### src/rtl/stopwatch_cmd_pkg.sv
// rtl/stopwatch_cmd_pkg.sv - shared event codes, FSM states and command bytes
// Purpose: types and constants shared by the stopwatch command controller files.
// Ports: none (package).
package stopwatch_cmd_pkg;

  typedef enum logic [2:0] {
    EV_NONE  = 3'd0,
    EV_RUN   = 3'd1,
    EV_CLEAR = 3'd2,
    EV_MODE  = 3'd3,
    EV_SEC   = 3'd4,
    EV_MIN   = 3'd5,
    EV_HOUR  = 3'd6
  } ev_e;

  typedef enum logic [1:0] {
    ST_STOP  = 2'd0,
    ST_RUN   = 2'd1,
    ST_CLEAR = 2'd2
  } state_e;

  localparam logic [7:0] DEF_CMD_RUN   = 8'h52;  // 'R'
  localparam logic [7:0] DEF_CMD_CLEAR = 8'h43;  // 'C'
  localparam logic [7:0] DEF_CMD_MODE  = 8'h4D;  // 'M'
  localparam logic [7:0] DEF_CMD_SEC   = 8'h73;  // 's'
  localparam logic [7:0] DEF_CMD_MIN   = 8'h6D;  // 'm'
  localparam logic [7:0] DEF_CMD_HOUR  = 8'h68;  // 'h'

endpackage

### src/rtl/stopwatch_cmd_if.sv
// rtl/stopwatch_cmd_if.sv - button/UART inputs and datapath control outputs
// Purpose: bundles the controller's event inputs and control outputs.
// Ports (signals): i_btn_* button pulses, i_rx_data/i_rx_valid UART byte,
//   o_runstop/o_watch_mode levels, o_clear/o_*up pulses, o_cmd_ack/err/drop status.
// Modports: master drives inputs (source side), slave is the controller.
interface stopwatch_cmd_if;
  logic       i_btn_runstop;
  logic       i_btn_clear;
  logic       i_btn_mode;
  logic       i_btn_secup;
  logic       i_btn_minup;
  logic       i_btn_hourup;
  logic [7:0] i_rx_data;
  logic       i_rx_valid;
  logic       o_runstop;
  logic       o_clear;
  logic       o_secup;
  logic       o_minup;
  logic       o_hourup;
  logic       o_watch_mode;
  logic       o_cmd_ack;
  logic       o_cmd_err;
  logic       o_cmd_drop;

  modport master (
    output i_btn_runstop, i_btn_clear, i_btn_mode, i_btn_secup, i_btn_minup,
           i_btn_hourup, i_rx_data, i_rx_valid,
    input  o_runstop, o_clear, o_secup, o_minup, o_hourup, o_watch_mode,
           o_cmd_ack, o_cmd_err, o_cmd_drop
  );

  modport slave (
    input  i_btn_runstop, i_btn_clear, i_btn_mode, i_btn_secup, i_btn_minup,
           i_btn_hourup, i_rx_data, i_rx_valid,
    output o_runstop, o_clear, o_secup, o_minup, o_hourup, o_watch_mode,
           o_cmd_ack, o_cmd_err, o_cmd_drop
  );
endinterface

### src/rtl/stopwatch_cmd_decode.sv
// rtl/stopwatch_cmd_decode.sv - UART command byte to event code decoder
// Purpose: combinational mapping of a received byte to an event code.
// Ports: data_i (8) byte in; ev_o event code; invalid_o high for unknown bytes.
module stopwatch_cmd_decode
  import stopwatch_cmd_pkg::*;
#(
  parameter logic [7:0] CMD_RUN   = DEF_CMD_RUN,
  parameter logic [7:0] CMD_CLEAR = DEF_CMD_CLEAR,
  parameter logic [7:0] CMD_MODE  = DEF_CMD_MODE,
  parameter logic [7:0] CMD_SEC   = DEF_CMD_SEC,
  parameter logic [7:0] CMD_MIN   = DEF_CMD_MIN,
  parameter logic [7:0] CMD_HOUR  = DEF_CMD_HOUR
) (
  input  logic [7:0] data_i,
  output ev_e        ev_o,
  output logic       invalid_o
);

  always_comb begin
    ev_o      = EV_NONE;
    invalid_o = 1'b0;
    if      (data_i == CMD_RUN)   ev_o = EV_RUN;
    else if (data_i == CMD_CLEAR) ev_o = EV_CLEAR;
    else if (data_i == CMD_MODE)  ev_o = EV_MODE;
    else if (data_i == CMD_SEC)   ev_o = EV_SEC;
    else if (data_i == CMD_MIN)   ev_o = EV_MIN;
    else if (data_i == CMD_HOUR)  ev_o = EV_HOUR;
    else                          invalid_o = 1'b1;
  end

endmodule

### src/rtl/stopwatch_cmd_ctrl.sv
// rtl/stopwatch_cmd_ctrl.sv - stopwatch/watch command controller
// Purpose: merges button pulses and UART commands into one event per clock,
//   runs the STOP/RUN/CLEAR FSM and the watch-mode flag, drives datapath controls.
// Ports: clk, rst (sync, active-high); bus (stopwatch_cmd_if.slave) carries
//   all button/UART inputs and registered control/status outputs.
module stopwatch_cmd_ctrl
  import stopwatch_cmd_pkg::*;
#(
  parameter logic [7:0] CMD_RUN   = DEF_CMD_RUN,
  parameter logic [7:0] CMD_CLEAR = DEF_CMD_CLEAR,
  parameter logic [7:0] CMD_MODE  = DEF_CMD_MODE,
  parameter logic [7:0] CMD_SEC   = DEF_CMD_SEC,
  parameter logic [7:0] CMD_MIN   = DEF_CMD_MIN,
  parameter logic [7:0] CMD_HOUR  = DEF_CMD_HOUR
) (
  input  logic           clk,
  input  logic           rst,
  stopwatch_cmd_if.slave bus
);

  ev_e    rx_ev;
  logic   rx_invalid;
  logic   new_valid;
  ev_e    btn_ev;
  ev_e    sel_ev;
  logic   sel_uart;
  logic   pend_take;
  logic   new_taken;

  state_e state_q, state_d;
  logic   mode_q, mode_d;
  logic   pend_valid_q, pend_valid_d;
  ev_e    pend_ev_q, pend_ev_d;
  logic   runstop_q, clear_q, secup_q, minup_q, hourup_q;
  logic   secup_d, minup_d, hourup_d;
  logic   ack_q, err_q, drop_q, drop_d;

  stopwatch_cmd_decode #(
    .CMD_RUN  (CMD_RUN),
    .CMD_CLEAR(CMD_CLEAR),
    .CMD_MODE (CMD_MODE),
    .CMD_SEC  (CMD_SEC),
    .CMD_MIN  (CMD_MIN),
    .CMD_HOUR (CMD_HOUR)
  ) u_decode (
    .data_i   (bus.i_rx_data),
    .ev_o     (rx_ev),
    .invalid_o(rx_invalid)
  );

  assign new_valid = bus.i_rx_valid && !rx_invalid;

  // Button priority; losers in the same cycle are simply dropped.
  always_comb begin
    btn_ev = EV_NONE;
    if      (bus.i_btn_mode)    btn_ev = EV_MODE;
    else if (bus.i_btn_clear)   btn_ev = EV_CLEAR;
    else if (bus.i_btn_runstop) btn_ev = EV_RUN;
    else if (bus.i_btn_hourup)  btn_ev = EV_HOUR;
    else if (bus.i_btn_minup)   btn_ev = EV_MIN;
    else if (bus.i_btn_secup)   btn_ev = EV_SEC;
  end

  // Source select and pending slot. A slot drained this cycle may be
  // refilled by the new command in the same cycle.
  always_comb begin
    sel_ev       = EV_NONE;
    sel_uart     = 1'b0;
    pend_take    = 1'b0;
    new_taken    = 1'b0;
    if (btn_ev != EV_NONE) begin
      sel_ev = btn_ev;
    end else if (pend_valid_q) begin
      sel_ev    = pend_ev_q;
      sel_uart  = 1'b1;
      pend_take = 1'b1;
    end else if (new_valid) begin
      sel_ev    = rx_ev;
      sel_uart  = 1'b1;
      new_taken = 1'b1;
    end

    pend_valid_d = pend_valid_q && !pend_take;
    pend_ev_d    = pend_ev_q;
    drop_d       = 1'b0;
    if (new_valid && !new_taken) begin
      if (!pend_valid_d) begin
        pend_valid_d = 1'b1;
        pend_ev_d    = rx_ev;
      end else begin
        drop_d = 1'b1;
      end
    end
  end

  // Event application. CLEAR lasts one cycle and swallows whatever is served.
  always_comb begin
    state_d  = state_q;
    mode_d   = mode_q;
    secup_d  = 1'b0;
    minup_d  = 1'b0;
    hourup_d = 1'b0;
    if (state_q == ST_CLEAR) begin
      state_d = ST_STOP;
    end else begin
      case (sel_ev)
        EV_MODE: begin
          mode_d  = !mode_q;
          state_d = ST_STOP;
        end
        EV_RUN: begin
          if (!mode_q) state_d = (state_q == ST_RUN) ? ST_STOP : ST_RUN;
        end
        EV_CLEAR: begin
          if (!mode_q && state_q == ST_STOP) state_d = ST_CLEAR;
        end
        EV_SEC:  secup_d  = mode_q;
        EV_MIN:  minup_d  = mode_q;
        EV_HOUR: hourup_d = mode_q;
        default: ;
      endcase
    end
  end

  always_ff @(posedge clk) begin
    if (rst) begin
      state_q      <= ST_STOP;
      mode_q       <= 1'b0;
      pend_valid_q <= 1'b0;
      pend_ev_q    <= EV_NONE;
      runstop_q    <= 1'b0;
      clear_q      <= 1'b0;
      secup_q      <= 1'b0;
      minup_q      <= 1'b0;
      hourup_q     <= 1'b0;
      ack_q        <= 1'b0;
      err_q        <= 1'b0;
      drop_q       <= 1'b0;
    end else begin
      state_q      <= state_d;
      mode_q       <= mode_d;
      pend_valid_q <= pend_valid_d;
      pend_ev_q    <= pend_ev_d;
      runstop_q    <= (state_d == ST_RUN);
      clear_q      <= (state_d == ST_CLEAR);
      secup_q      <= secup_d;
      minup_q      <= minup_d;
      hourup_q     <= hourup_d;
      ack_q        <= sel_uart;
      err_q        <= bus.i_rx_valid && rx_invalid;
      drop_q       <= drop_d;
    end
  end

  assign bus.o_runstop    = runstop_q;
  assign bus.o_clear      = clear_q;
  assign bus.o_secup      = secup_q;
  assign bus.o_minup      = minup_q;
  assign bus.o_hourup     = hourup_q;
  assign bus.o_watch_mode = mode_q;
  assign bus.o_cmd_ack    = ack_q;
  assign bus.o_cmd_err    = err_q;
  assign bus.o_cmd_drop   = drop_q;

endmodule

### src/flat_wrapper.sv
// flat-port wrapper written by rule: the top's interface ports become plain ports
module stopwatch_cmd_ctrl_flat import stopwatch_cmd_pkg::*;
#(
  parameter logic [7:0] CMD_RUN   = DEF_CMD_RUN,
  parameter logic [7:0] CMD_CLEAR = DEF_CMD_CLEAR,
  parameter logic [7:0] CMD_MODE  = DEF_CMD_MODE,
  parameter logic [7:0] CMD_SEC   = DEF_CMD_SEC,
  parameter logic [7:0] CMD_MIN   = DEF_CMD_MIN,
  parameter logic [7:0] CMD_HOUR  = DEF_CMD_HOUR
)
  (clk, rst, bus_i_btn_runstop, bus_i_btn_clear, bus_i_btn_mode, bus_i_btn_secup, bus_i_btn_minup, bus_i_btn_hourup, bus_i_rx_data, bus_i_rx_valid, bus_o_runstop, bus_o_clear, bus_o_secup, bus_o_minup, bus_o_hourup, bus_o_watch_mode, bus_o_cmd_ack, bus_o_cmd_err, bus_o_cmd_drop);
  stopwatch_cmd_if bus_i ();
  input  logic clk;
  input  logic rst;
  input wire logic [$bits(bus_i.i_btn_runstop)-1:0] bus_i_btn_runstop;
  input wire logic [$bits(bus_i.i_btn_clear)-1:0] bus_i_btn_clear;
  input wire logic [$bits(bus_i.i_btn_mode)-1:0] bus_i_btn_mode;
  input wire logic [$bits(bus_i.i_btn_secup)-1:0] bus_i_btn_secup;
  input wire logic [$bits(bus_i.i_btn_minup)-1:0] bus_i_btn_minup;
  input wire logic [$bits(bus_i.i_btn_hourup)-1:0] bus_i_btn_hourup;
  input wire logic [$bits(bus_i.i_rx_data)-1:0] bus_i_rx_data;
  input wire logic [$bits(bus_i.i_rx_valid)-1:0] bus_i_rx_valid;
  output wire logic [$bits(bus_i.o_runstop)-1:0] bus_o_runstop;
  output wire logic [$bits(bus_i.o_clear)-1:0] bus_o_clear;
  output wire logic [$bits(bus_i.o_secup)-1:0] bus_o_secup;
  output wire logic [$bits(bus_i.o_minup)-1:0] bus_o_minup;
  output wire logic [$bits(bus_i.o_hourup)-1:0] bus_o_hourup;
  output wire logic [$bits(bus_i.o_watch_mode)-1:0] bus_o_watch_mode;
  output wire logic [$bits(bus_i.o_cmd_ack)-1:0] bus_o_cmd_ack;
  output wire logic [$bits(bus_i.o_cmd_err)-1:0] bus_o_cmd_err;
  output wire logic [$bits(bus_i.o_cmd_drop)-1:0] bus_o_cmd_drop;
  assign bus_i.i_btn_runstop = bus_i_btn_runstop;
  assign bus_i.i_btn_clear = bus_i_btn_clear;
  assign bus_i.i_btn_mode = bus_i_btn_mode;
  assign bus_i.i_btn_secup = bus_i_btn_secup;
  assign bus_i.i_btn_minup = bus_i_btn_minup;
  assign bus_i.i_btn_hourup = bus_i_btn_hourup;
  assign bus_i.i_rx_data = bus_i_rx_data;
  assign bus_i.i_rx_valid = bus_i_rx_valid;
  assign bus_o_runstop = bus_i.o_runstop;
  assign bus_o_clear = bus_i.o_clear;
  assign bus_o_secup = bus_i.o_secup;
  assign bus_o_minup = bus_i.o_minup;
  assign bus_o_hourup = bus_i.o_hourup;
  assign bus_o_watch_mode = bus_i.o_watch_mode;
  assign bus_o_cmd_ack = bus_i.o_cmd_ack;
  assign bus_o_cmd_err = bus_i.o_cmd_err;
  assign bus_o_cmd_drop = bus_i.o_cmd_drop;
  stopwatch_cmd_ctrl #(.CMD_RUN(CMD_RUN), .CMD_CLEAR(CMD_CLEAR), .CMD_MODE(CMD_MODE), .CMD_SEC(CMD_SEC), .CMD_MIN(CMD_MIN), .CMD_HOUR(CMD_HOUR)) u_core (.clk(clk), .rst(rst), .bus(bus_i));
endmodule
### config.mk
export PLATFORM = sky130hd
export DESIGN_NAME = stopwatch_cmd_ctrl_flat
export DESIGN_NICKNAME = d
export VERILOG_FILES = /design/src/rtl/stopwatch_cmd_pkg.sv /design/src/rtl/stopwatch_cmd_if.sv /design/src/rtl/stopwatch_cmd_decode.sv /design/src/rtl/stopwatch_cmd_ctrl.sv /design/src/flat_wrapper.sv
export SDC_FILE = /design/constraint.sdc
export NUM_CORES = 1
export LEC_CHECK = 0
export CAP_MARGIN = 25
export CORE_ASPECT_RATIO = 0.75
export CORE_MARGIN = 5
export CORE_UTILIZATION = 45
export DETAILED_ROUTE_END_ITERATION = 8
export GPL_TIMING_DRIVEN = 0
export PLACE_DENSITY = 0.72
export SYNTH_ARGS = -nofsm -noshare
export SYNTH_HDL_FRONTEND = slang
export SYNTH_SLANG_ARGS = --single-unit
### constraint.sdc
create_clock -name clk -period 3.5 [get_ports clk]
set_input_delay 0.525 -clock clk [delete_from_list [all_inputs] [get_ports clk]]
set_output_delay 0.525 -clock clk [all_outputs]
set_load 0.05 [all_outputs]
After elaboration in Yosys (flattened, before gate mapping)
Cells that the tools add are included.
- eq/ne operators: 16
- multiplexer cells: 34
- bitwise logic cells: 6
- reduce and logical (&&, ||, !) cells: 18
- operator list (cell ; number):
    $eq 8x7->1 const B ; 6
    $mux 3 ; 15
    $mux 1 ; 15
    $eq 3x3->1 const B ; 3
    $reduce_or 3->1 ; 3
    $eq 3x2->1 const B ; 2
    $mux 2 ; 3
    $not 1->1 ; 6
    $pmux 2 s3 ; 1
    $logic_and 1x1->1 ; 5
    $eq 2x1->1 const B ; 2
    $eq 2x2->1 const B ; 2
    $logic_not 1->1 ; 4
    $reduce_and 2->1 ; 2
    $reduce_or 2->1 ; 2
    $eq 3x1->1 const B ; 1
    $reduce_bool 3->1 ; 1
    $logic_not 2->1 ; 1
- register bits: 15
- output and inout bits: 9
- word-level logic and storage cells: 86

Longest topological paths before layout
Gate-level depths: netlist (run 1).
- depth after elaboration: 16
- mapped depth: 6
- mapped depth without buffers: 6

By module
From an unflattened synthesis (run 1), not the netlist that was laid out.
- cells, all modules: 104
- area total of the unflattened synthesis: 917.1 µm²
- by module, submodules not included (module ; instances ; cells each ; area an instance (µm²) ; seq. area each (µm²)):
    stopwatch_cmd_ctrl ; 1 ; 79 ; 732.0 ; 300.3
    stopwatch_cmd_decode ; 1 ; 25 ; 185.2 ; 0.0

Worst setup path after synthesis (run 1)
OpenSTA, ideal clock, no wires.
- path kind: input to register
- from: in bus_i_btn_minup
- to: reg u_core.runstop_q (netlist: u_core.bus.o_runstop)
- library setup time: 0.116 ns
- arrival time: 1.963 ns
- path slack: 1.422 ns
- cell stages on the path: 6
- cells stage by stage: or3_1 -> a211o_1 -> nor3_2 -> o21ai_0 -> a2bb2oi_1 -> and3b_1
- longest elaborated chain between the ends: 11
- elaborated cells on any way between the ends: 13
- those cells by class: eq/ne (4); mux (8); reduce/logical (1)
- RTL lines (what ; RTL line ; text):
    start: declaration ; flat_wrapper.sv:19 ; input wire logic [$bits(bus_i.i_btn_minup)-1:0] bus_i_btn_minup;
    $mux 3 (*) ; stopwatch_cmd_ctrl.sv:60 ; else if (bus.i_btn_minup) btn_ev = EV_MIN;
    $mux 3 (*) ; stopwatch_cmd_ctrl.sv:59 ; else if (bus.i_btn_hourup) btn_ev = EV_HOUR;
    $mux 3 (*) ; stopwatch_cmd_ctrl.sv:58 ; else if (bus.i_btn_runstop) btn_ev = EV_RUN;
    $mux 3 (*) ; stopwatch_cmd_ctrl.sv:57 ; else if (bus.i_btn_clear) btn_ev = EV_CLEAR;
    $mux 3 (*) ; stopwatch_cmd_ctrl.sv:56 ; if (bus.i_btn_mode) btn_ev = EV_MODE;
    $reduce_bool 3->1 ; stopwatch_cmd_ctrl.sv:71 ; if (btn_ev != EV_NONE) begin
    $mux 3 (*) ; stopwatch_cmd_ctrl.sv:71 ;
    $eq 3x2->1 / $eq 3x1->1 (equally long branches) ; stopwatch_cmd_ctrl.sv:106 ; case (sel_ev)
    $pmux 2 s3 (*) ; stopwatch_cmd_ctrl.sv:106 ;
    $mux 2 (*) ; stopwatch_cmd_ctrl.sv:103 ; if (state_q == ST_CLEAR) begin
    $eq 2x1->1 (*) ; stopwatch_cmd_ctrl.sv:144 ; runstop_q <= (state_d == ST_RUN);
    end signal: assignment ; stopwatch_cmd_ctrl.sv:144 ;
    end: declaration ; stopwatch_cmd_ctrl.sv:34 ; logic runstop_q, clear_q, secup_q, minup_q, hourup_q;
Every way passes the cells marked *; elsewhere a longest branch is shown, timed or not.
A chain may end at the register's enable or synchronous reset.

Worst setup path in the final report (run 1)
- from: in bus_i_rx_data[2]
- to: reg u_core.mode_q (netlist: u_core.bus.o_watch_mode)
- longest elaborated chain between the ends: 14
- elaborated cells on any way between the ends: 25
- those cells by class: eq/ne (7); mux (15); reduce/logical (3)
- RTL lines (what ; RTL line ; text):
    start: declaration ; flat_wrapper.sv:21 ; input wire logic [$bits(bus_i.i_rx_data)-1:0] bus_i_rx_data;
    $eq 8x7->1 ; stopwatch_cmd_decode.sv:27 ; else if (data_i == CMD_HOUR) ev_o = EV_HOUR;
    $mux 1 ; stopwatch_cmd_decode.sv:27 ;
    $mux 1 ; stopwatch_cmd_decode.sv:26 ; else if (data_i == CMD_MIN) ev_o = EV_MIN;
    $mux 1 ; stopwatch_cmd_decode.sv:25 ; else if (data_i == CMD_SEC) ev_o = EV_SEC;
    $mux 1 ; stopwatch_cmd_decode.sv:24 ; else if (data_i == CMD_MODE) ev_o = EV_MODE;
    $mux 1 ; stopwatch_cmd_decode.sv:23 ; else if (data_i == CMD_CLEAR) ev_o = EV_CLEAR;
    $mux 1 ; stopwatch_cmd_decode.sv:22 ; if (data_i == CMD_RUN) ev_o = EV_RUN;
    $logic_not 1->1 ; stopwatch_cmd_ctrl.sv:51 ; assign new_valid = bus.i_rx_valid && !rx_invalid;
    $logic_and 1x1->1 ; stopwatch_cmd_ctrl.sv:51 ;
    $mux 3 (*) ; stopwatch_cmd_ctrl.sv:77 ; end else if (new_valid) begin
    $mux 3 (*) ; stopwatch_cmd_ctrl.sv:73 ; end else if (pend_valid_q) begin
    $mux 3 (*) ; stopwatch_cmd_ctrl.sv:71 ;
    $eq 3x2->1 (*) ; stopwatch_cmd_ctrl.sv:106 ;
    $reduce_and 2->1 (no source line) (*) ; -- ;
    end signal: assignment ; stopwatch_cmd_ctrl.sv:141 ; mode_q <= mode_d;
    end: declaration ; stopwatch_cmd_ctrl.sv:31 ; logic mode_q, mode_d;
Marked as above.

==> run metrics, run 1 <==
area share of the largest cell type after synthesis=32.04%; top flop regs=u_core.pend_ev_q x3, u_core.state_q x2; number of flip-flops in the largest register=3; maximum capacitance violations=0; iteration count of the initial detailed-routing pass=4; via count of the first global-routing pass=836; Worst setup EP type=register; share of async-settable or async-resettable flops after synthesis=0%; cell count after placement=149; wire length of the first global-routing pass=3.788 mm; distinct cell type count after synthesis=49; detailed-route vias per instance=5.948; leading cell types by total area after synthesis=dfxtp_1 (32%), nor3b_1 (4.0%), nand4bb_4 (2.9%); number of nets with antenna violations after routing=0; Post-synth top flop=dfxtp_1; total area of multi-input combinational cells=609.3 um^2; post-detailed-routing wire length=2.242 mm; post-placement cell area=1217 um^2; antenna violations before repair=0; capture endpoint of the worst hold path=u_core.pend_ev_q[2]; initial detailed-routing violation count=38; sequential-to-total area share from yosys stat=32.04%; later-pin clock latency in the skew report=0.29 ns; overall track demand over capacity in global routing=14.93%; diode insertion count for antenna repair=0; worst setup skew after layout=0.001034 ns; Worst R2R End=u_core.bus.o_watch_mode; total of flip-flops plus latches after synthesis=15; register-to-register setup slack=1.63 ns; fin crit share=72.78%; Num CTS Buffers=3; share of cells above drive strength 1=13.95%; total internal power=262.9 uW; synthesis-to-finish area growth=32.84%; unrepaired setup endpoints after global routing=false; standard-cell row count=14; Ys Warns=0; syn nets=117; Peak supply drop=0.0003049 V; critical hold path startpoint=u_core.pend_ev_q[2]; buffer count from post-CTS setup fixing=0; setup violators final=0; area enclosed by the die boundary=3105 um^2; H-tree levels=1; crit path launch type=primary input; Setup TNS=0 ns; final total power=374.9 uW; CTS Buffer Depth=2; synthesized area divided by synthesized cell count=9.371 um^2; remaining routing DRC violations=0; estimated wirelength of the detail-placed design=1.844 mm; Highest Clock Rate=0.3926 GHz; via count=910; overflow left after global routing=0; Die Width=62.70 um; standby leakage power=0.0004253 uW; hold crit path type=reg -> reg; number of max-slew violations in the final report=0; TritonCTS clock tree=built; combinational power share=24.8%; number of cells traversed by the worst hold path=2; part of the total power dissipated in the clock network=27.0%; Sequential cell area=300.3 um^2; Resize count post-CTS=0; Finished Layout Cells=153; Core Footprint=1997 um^2; total power density per cell area=301.1 nW/um^2; Hold Buf Count CTS=0; total of buffers placed on input and output ports=25; CTS sink count=15; result of the run=completed; count of flip-flops with a built-in enable after synthesis=0; worst flop-to-flop path startpoint=u_core.pend_valid_q; wire length per cell=14.65 um; peak fanout along the critical path=5; Initial Utilization=46.93%; Clock transition at path regs=0.09 ns; post-layout min period=2.547 ns; number of filler cells placed in the layout=184; post-layout net count=147; post-synthesis instance area=937.1 um^2; part of the total power dissipated in sequential elements=48.2%; CP arrival=2.77 ns; Relative slew margins=62.04%; Worst Hold Margin=0.4727 ns; Synth Instances=100; power dissipated by switching net loads=112.1 uW; area of all placed cells without fillers=1245 um^2; maximum number of pins on one net before global-route repair=11; start-to-end type of the worst setup path=in -> reg; cell at the root of the clock tree=clkbuf_4; IO Count=26; Worst Tran Pin Value=0.5677 ns; Hold Fails Final Rpt=0; Biggest register=u_core.pend_ev_q; cell type with the largest total area after synthesis=dfxtp_1; Register-to-Register Path Depth=6; switching fraction of total power=29.89%; die extent in y=49.52 um; required time at the worst-slack endpoint=3.72 ns; routability congestion estimate=0.7777
logic make-up (layout without fill, tap and decap cells):
family | Yosys count | in the layout | synth area share, %
AO/OA/AOI/OAI | 26 | 26 | 22.03
XOR/XNOR | 2 | 2 | 1.870
adder cells (fa/ha/maj) | 1 | 1 | 1.068
multiplexers | 1 | 1 | 1.068
buffers and inverters | 6 | 35 | 2.938
flip-flops | 15 | 15 | 32.04
AND/OR/NAND/NOR | 49 | 49 | 38.99
Yosys cell counts, types with 2 or more instances:
cell type   n
xnor2_1     2
nand4_1     2
and3b_1     2
nand2_1     7
and2b_1     2
nor2_1      6
nor3_1      2
o221ai_1    2
o211ai_1    3
a31oi_1     2
or3_1       3
o21ai_0     3
nor3b_1     5
inv_1       5
a21oi_1     2
dfxtp_1    15
and4bb_2    2
nor2b_1     2
a22oi_1     2
and2_1      2
stage by stage:
stage               util [%]  worst slack [ns]
finish                 62.34            0.9528
global route           62.34            0.8650
CTS                    62.34            0.9933
detailed placement     60.96            0.6935
global placement       60.96            0.7390
floorplan                  -             1.422
how the worst max path moves through the flow:
stage                startpoint                 endpoint  slack, ns  cells after the start
4_1_cts        bus_i_rx_data[5]  u_core.bus.o_watch_mode       0.99                      7
3_3_place_gp   bus_i_rx_data[2]  u_core.bus.o_watch_mode       0.74                      7
6_report       bus_i_rx_data[2]  u_core.bus.o_watch_mode       0.95                      7
3_5_place_dp   bus_i_rx_data[5]  u_core.bus.o_watch_mode       0.69                      7
2_1_floorplan   bus_i_btn_minup     u_core.bus.o_runstop       1.42                      6
5_1_grt        bus_i_rx_data[5]  u_core.bus.o_watch_mode       0.87                      7
worst max-delay path: stages:
cell,delay [ns]
clkdlybuf4s50_1,0.60
and4bb_2,0.31
a22oi_1,0.39
o21a_1,0.28
nand2_1,0.11
or4_1,0.41
a21oi_1,0.14
cell type report:
cell class,instances,share of cell area [%]
buffer,1,0.7035
clock buffer,3,1.809
clock inverter,1,0.4020
inverter,5,1.508
multi-input combinational,79,48.94
sequential,15,24.12
tap,24,2.412
timing repair buffer,25,20.10
power by group through the flow:
stage                     Clock [uW]  Sequential (uW)  Combinational, uW
after floorplan                    0              197               38.6
after global placement             0              184               90.0
after detailed placement           0              185               92.4
after CTS                        102              181               92.8
after global routing             113              182                100
final                            101              181               92.9
layer usage:
metal	routed length (um)	GRT usage, %	vias up
li1	-	-	447
met1	1110	20.86	431
met2	946	22.07	30
met3	177	5.909	2
met4	8	2.120	0
met5	0	0	-
placed cells by master, fill, tap and decap left out, types with 2 or more instances in the layout:
cell type	instances
clkbuf_4	3
clkdlybuf4s50_1	25
inv_1	5
and2b_1	2
o221ai_1	2
nand2_1	7
and2_1	2
o211ai_1	3
nor2b_1	2
a22oi_1	2
nor3_1	2
nand4_1	2
nor3b_1	5
and4bb_2	2
xnor2_1	2
dfxtp_1	15
or3_1	3
and3b_1	2
o21ai_0	3
a31oi_1	2
nor2_1	6
a21oi_1	2
Note: power is estimated with default switching activity, not from simulation.
==> run 2, diff against run 1 <==
==> constraint.sdc (replaced) <==
create_clock -name clk -period 2.65 [get_ports clk]
set_input_delay 0.3975 -clock clk [delete_from_list [all_inputs] [get_ports clk]]
set_output_delay 0.3975 -clock clk [all_outputs]
set_load 0.05 [all_outputs]
==> results of run 2 <==
The final DEF is identical to that of run 1. Status: completed.
Among the figures that moved: setup slack after placement 0.6935 ns -> -0.02897 ns; setup slack after layout 0.9528 ns -> 0.2303 ns; register-to-register setup slack 1.63 ns -> 0.78 ns; total power 374.9 uW -> 495.2 uW; worst IR drop on VDD 0.0003049 V -> 0.0004027 V
==> run 3, diff against run 2 <==
--- a/config.mk
+++ b/config.mk
@@ -11,6 +11,7 @@
 export CORE_UTILIZATION = 45
 export DETAILED_ROUTE_END_ITERATION = 8
 export GPL_TIMING_DRIVEN = 0
+export MAX_ROUTING_LAYER = met4
 export PLACE_DENSITY = 0.72
 export SYNTH_ARGS = -nofsm -noshare
 export SYNTH_HDL_FRONTEND = slang
==> run metrics, run 3 (synthesis gave the netlist of run 1 again) <==
result of the run=completed; register-to-register setup slack=0.78 ns; Biggest register=u_core.pend_ev_q; H-tree levels=1 (unchanged); overflow left after global routing=0 (unchanged); area of all placed cells without fillers=1245 um^2 (unchanged); Highest Clock Rate=0.4131 GHz; peak fanout along the critical path=5 (unchanged); post-detailed-routing wire length=2.252 mm (+0.45%); Hold Fails Final Rpt=0 (unchanged); TritonCTS clock tree=built; standby leakage power=0.0004253 uW (unchanged); CTS sink count=15 (unchanged); later-pin clock latency in the skew report=0.29 ns (about the same); Register-to-Register Path Depth=6 (unchanged); remaining routing DRC violations=0 (unchanged); CP Cell Sequence=clkdlybuf4s50_1 -> and4bb_2 -> a22oi_1 -> o21a_1 -> nand2_1 -> or4_1 -> a21oi_1; leading cell types in the layout, fill and taps excluded=clkdlybuf4s50_1 (25), dfxtp_1 (15), nand2_1 (7); wire length per cell=14.72 um (+0.45%); capture endpoint of the worst hold path=u_core.pend_ev_q[2]; critical hold path startpoint=u_core.pend_ev_q[2]; total power density per cell area=398.2 nW/um^2; overall track demand over capacity in global routing=15.34% (+0.41 points); initial detailed-routing violation count=38 (unchanged); Setup TNS=0 ns (unchanged); diode insertion count for antenna repair=0 (unchanged); CP arrival=2.64 ns; hold crit path type=reg -> reg; Worst path slowest cell=clkdlybuf4s50_1; cell class contributing the biggest share of worst-path delay=simple AND/OR/NAND/NOR gates; worst setup skew after layout=0.0005250 ns (-0.0005090 ns); via count of the first global-routing pass=836 (unchanged); unrepaired setup endpoints after global routing=false; cell at the root of the clock tree=clkbuf_4; start-to-end type of the worst setup path=in -> reg; antenna violations before repair=0 (unchanged); number of flip-flops in the largest register=3 (unchanged); share of cells above drive strength 1=13.95% (unchanged); top flop regs=u_core.pend_ev_q x3, u_core.state_q x2; wire length of the first global-routing pass=3.781 mm (-0.18%); buffers and inverters on the worst path=1 (unchanged); detailed-route vias per instance=5.948 (unchanged); Clock transition at path regs=0.09 ns (about the same); Worst Hold Margin=0.4729 ns (+0.0001730 ns); number of filler cells placed in the layout=184 (unchanged); area enclosed by the die boundary=3105 um^2 (unchanged); Worst setup EP type=register; maximum number of pins on one net before global-route repair=11 (unchanged); Worst R2R End=u_core.bus.o_watch_mode; most common library cell in the layout ignoring fill and taps=clkdlybuf4s50_1; Core Footprint=1997 um^2 (unchanged); crit path launch type=primary input; Hold Buf Count CTS=0 (unchanged); synthesis-to-finish area growth=32.84% (unchanged); post-placement cell area=1217 um^2 (unchanged); die extent in y=49.52 um (unchanged); fin crit share=91.35%; worst flop-to-flop path startpoint=u_core.pend_valid_q; Relative slew margins=61.75% (-0.28 points); estimated wirelength of the detail-placed design=1.844 mm (unchanged); number of nets with antenna violations after routing=0 (unchanged); setup violators final=0 (unchanged); Peak supply drop=0.0004043 V; number of max-slew violations in the final report=0 (unchanged); final standard cell utilization of the core=62.34% (unchanged); iteration count of the initial detailed-routing pass=4 (unchanged); Initial Utilization=46.93% (unchanged); Resize count post-CTS=0 (unchanged); Die Width=62.70 um (unchanged); via count=910 (unchanged); post-layout min period=2.421 ns; Num CTS Buffers=3 (unchanged); required time at the worst-slack endpoint=2.87 ns; maximum capacitance violations=0 (unchanged); standard-cell row count=14 (unchanged); CTS Buffer Depth=2 (unchanged); buffer count from post-CTS setup fixing=0 (unchanged); number of cells traversed by the worst hold path=2 (unchanged); routability congestion estimate=0.7884 (+1.4%); IO Count=26 (unchanged); post-layout net count=147 (unchanged); Worst Tran Pin Value=0.5720 ns (+0.004256 ns); total of buffers placed on input and output ports=25 (unchanged); biggest cell delay along the critical path=0.60 ns (about the same)
[run 3: layout make-up]
| class | count | area [um^2] | share of cell area, % |
|---|---|---|---|
| plain buffers | 1 | 8.758 | 0.7035 |
| clock buffers | 3 | 22.52 | 1.809 |
| clock inverters | 1 | 5.005 | 0.4020 |
| inverters | 5 | 18.77 | 1.508 |
| multi-input cells | 79 | 609.3 | 48.94 |
| flip-flops and latches | 15 | 300.3 | 24.12 |
| well taps | 24 | 30.03 | 2.412 |
| repair buffers | 25 | 250.2 | 20.10 |
[run 3: worst max-delay path by stage]
| stage | startpoint | end | slack [ns] | cells after the start |
|---|---|---|---|---|
| finish | bus_i_rx_data[2] | u_core.bus.o_watch_mode | 0.23 | 7 |
| global route | bus_i_rx_data[5] | u_core.bus.o_watch_mode | 0.14 | 7 |
| CTS | bus_i_rx_data[5] | u_core.bus.o_watch_mode | 0.27 | 7 |
| detailed placement | bus_i_rx_data[5] | u_core.bus.o_watch_mode | -0.03 | 7 |
| global placement | bus_i_rx_data[2] | u_core.bus.o_watch_mode | 0.02 | 7 |
| floorplan | bus_i_btn_minup | u_core.bus.o_runstop | 0.70 | 6 |
[run 3: worst min-delay path, cell delays in order, from the launching register on]
cell	delay [ns]
dfxtp_1	0.32
nand2_1	0.05
a21oi_1	0.06
[run 3: metal layers]
layer | track usage [%] | wire length (um)
met2 | 22.07 | 954
met3 | 5.455 | 162
met5 | - | 0
met1 | 21.13 | 1126
met4 | 2.120 | 8
[run 3: metrics by stage]
| stage | setup slack, ns | total power, uW | std cells |
|---|---|---|---|
| floorplan | 0.6991 | 311.0 | 100 |
| global placement | 0.01651 | 362.2 | 149 |
| detailed placement | -0.02897 | 365.9 | 149 |
| CTS | 0.2708 | 495.7 | 153 |
| global route | 0.1425 | 521.8 | 153 |
| finish | 0.2291 | 495.8 | 153 |
[run 3: report_power, final]
group	internal (uW)	switching [uW]	leakage, uW
Sequential	233	6.22	0.000122
Clock	56.1	78.0	0.0000177
Combinational	58.4	64.4	0.000286
Total	347	149	0.000425
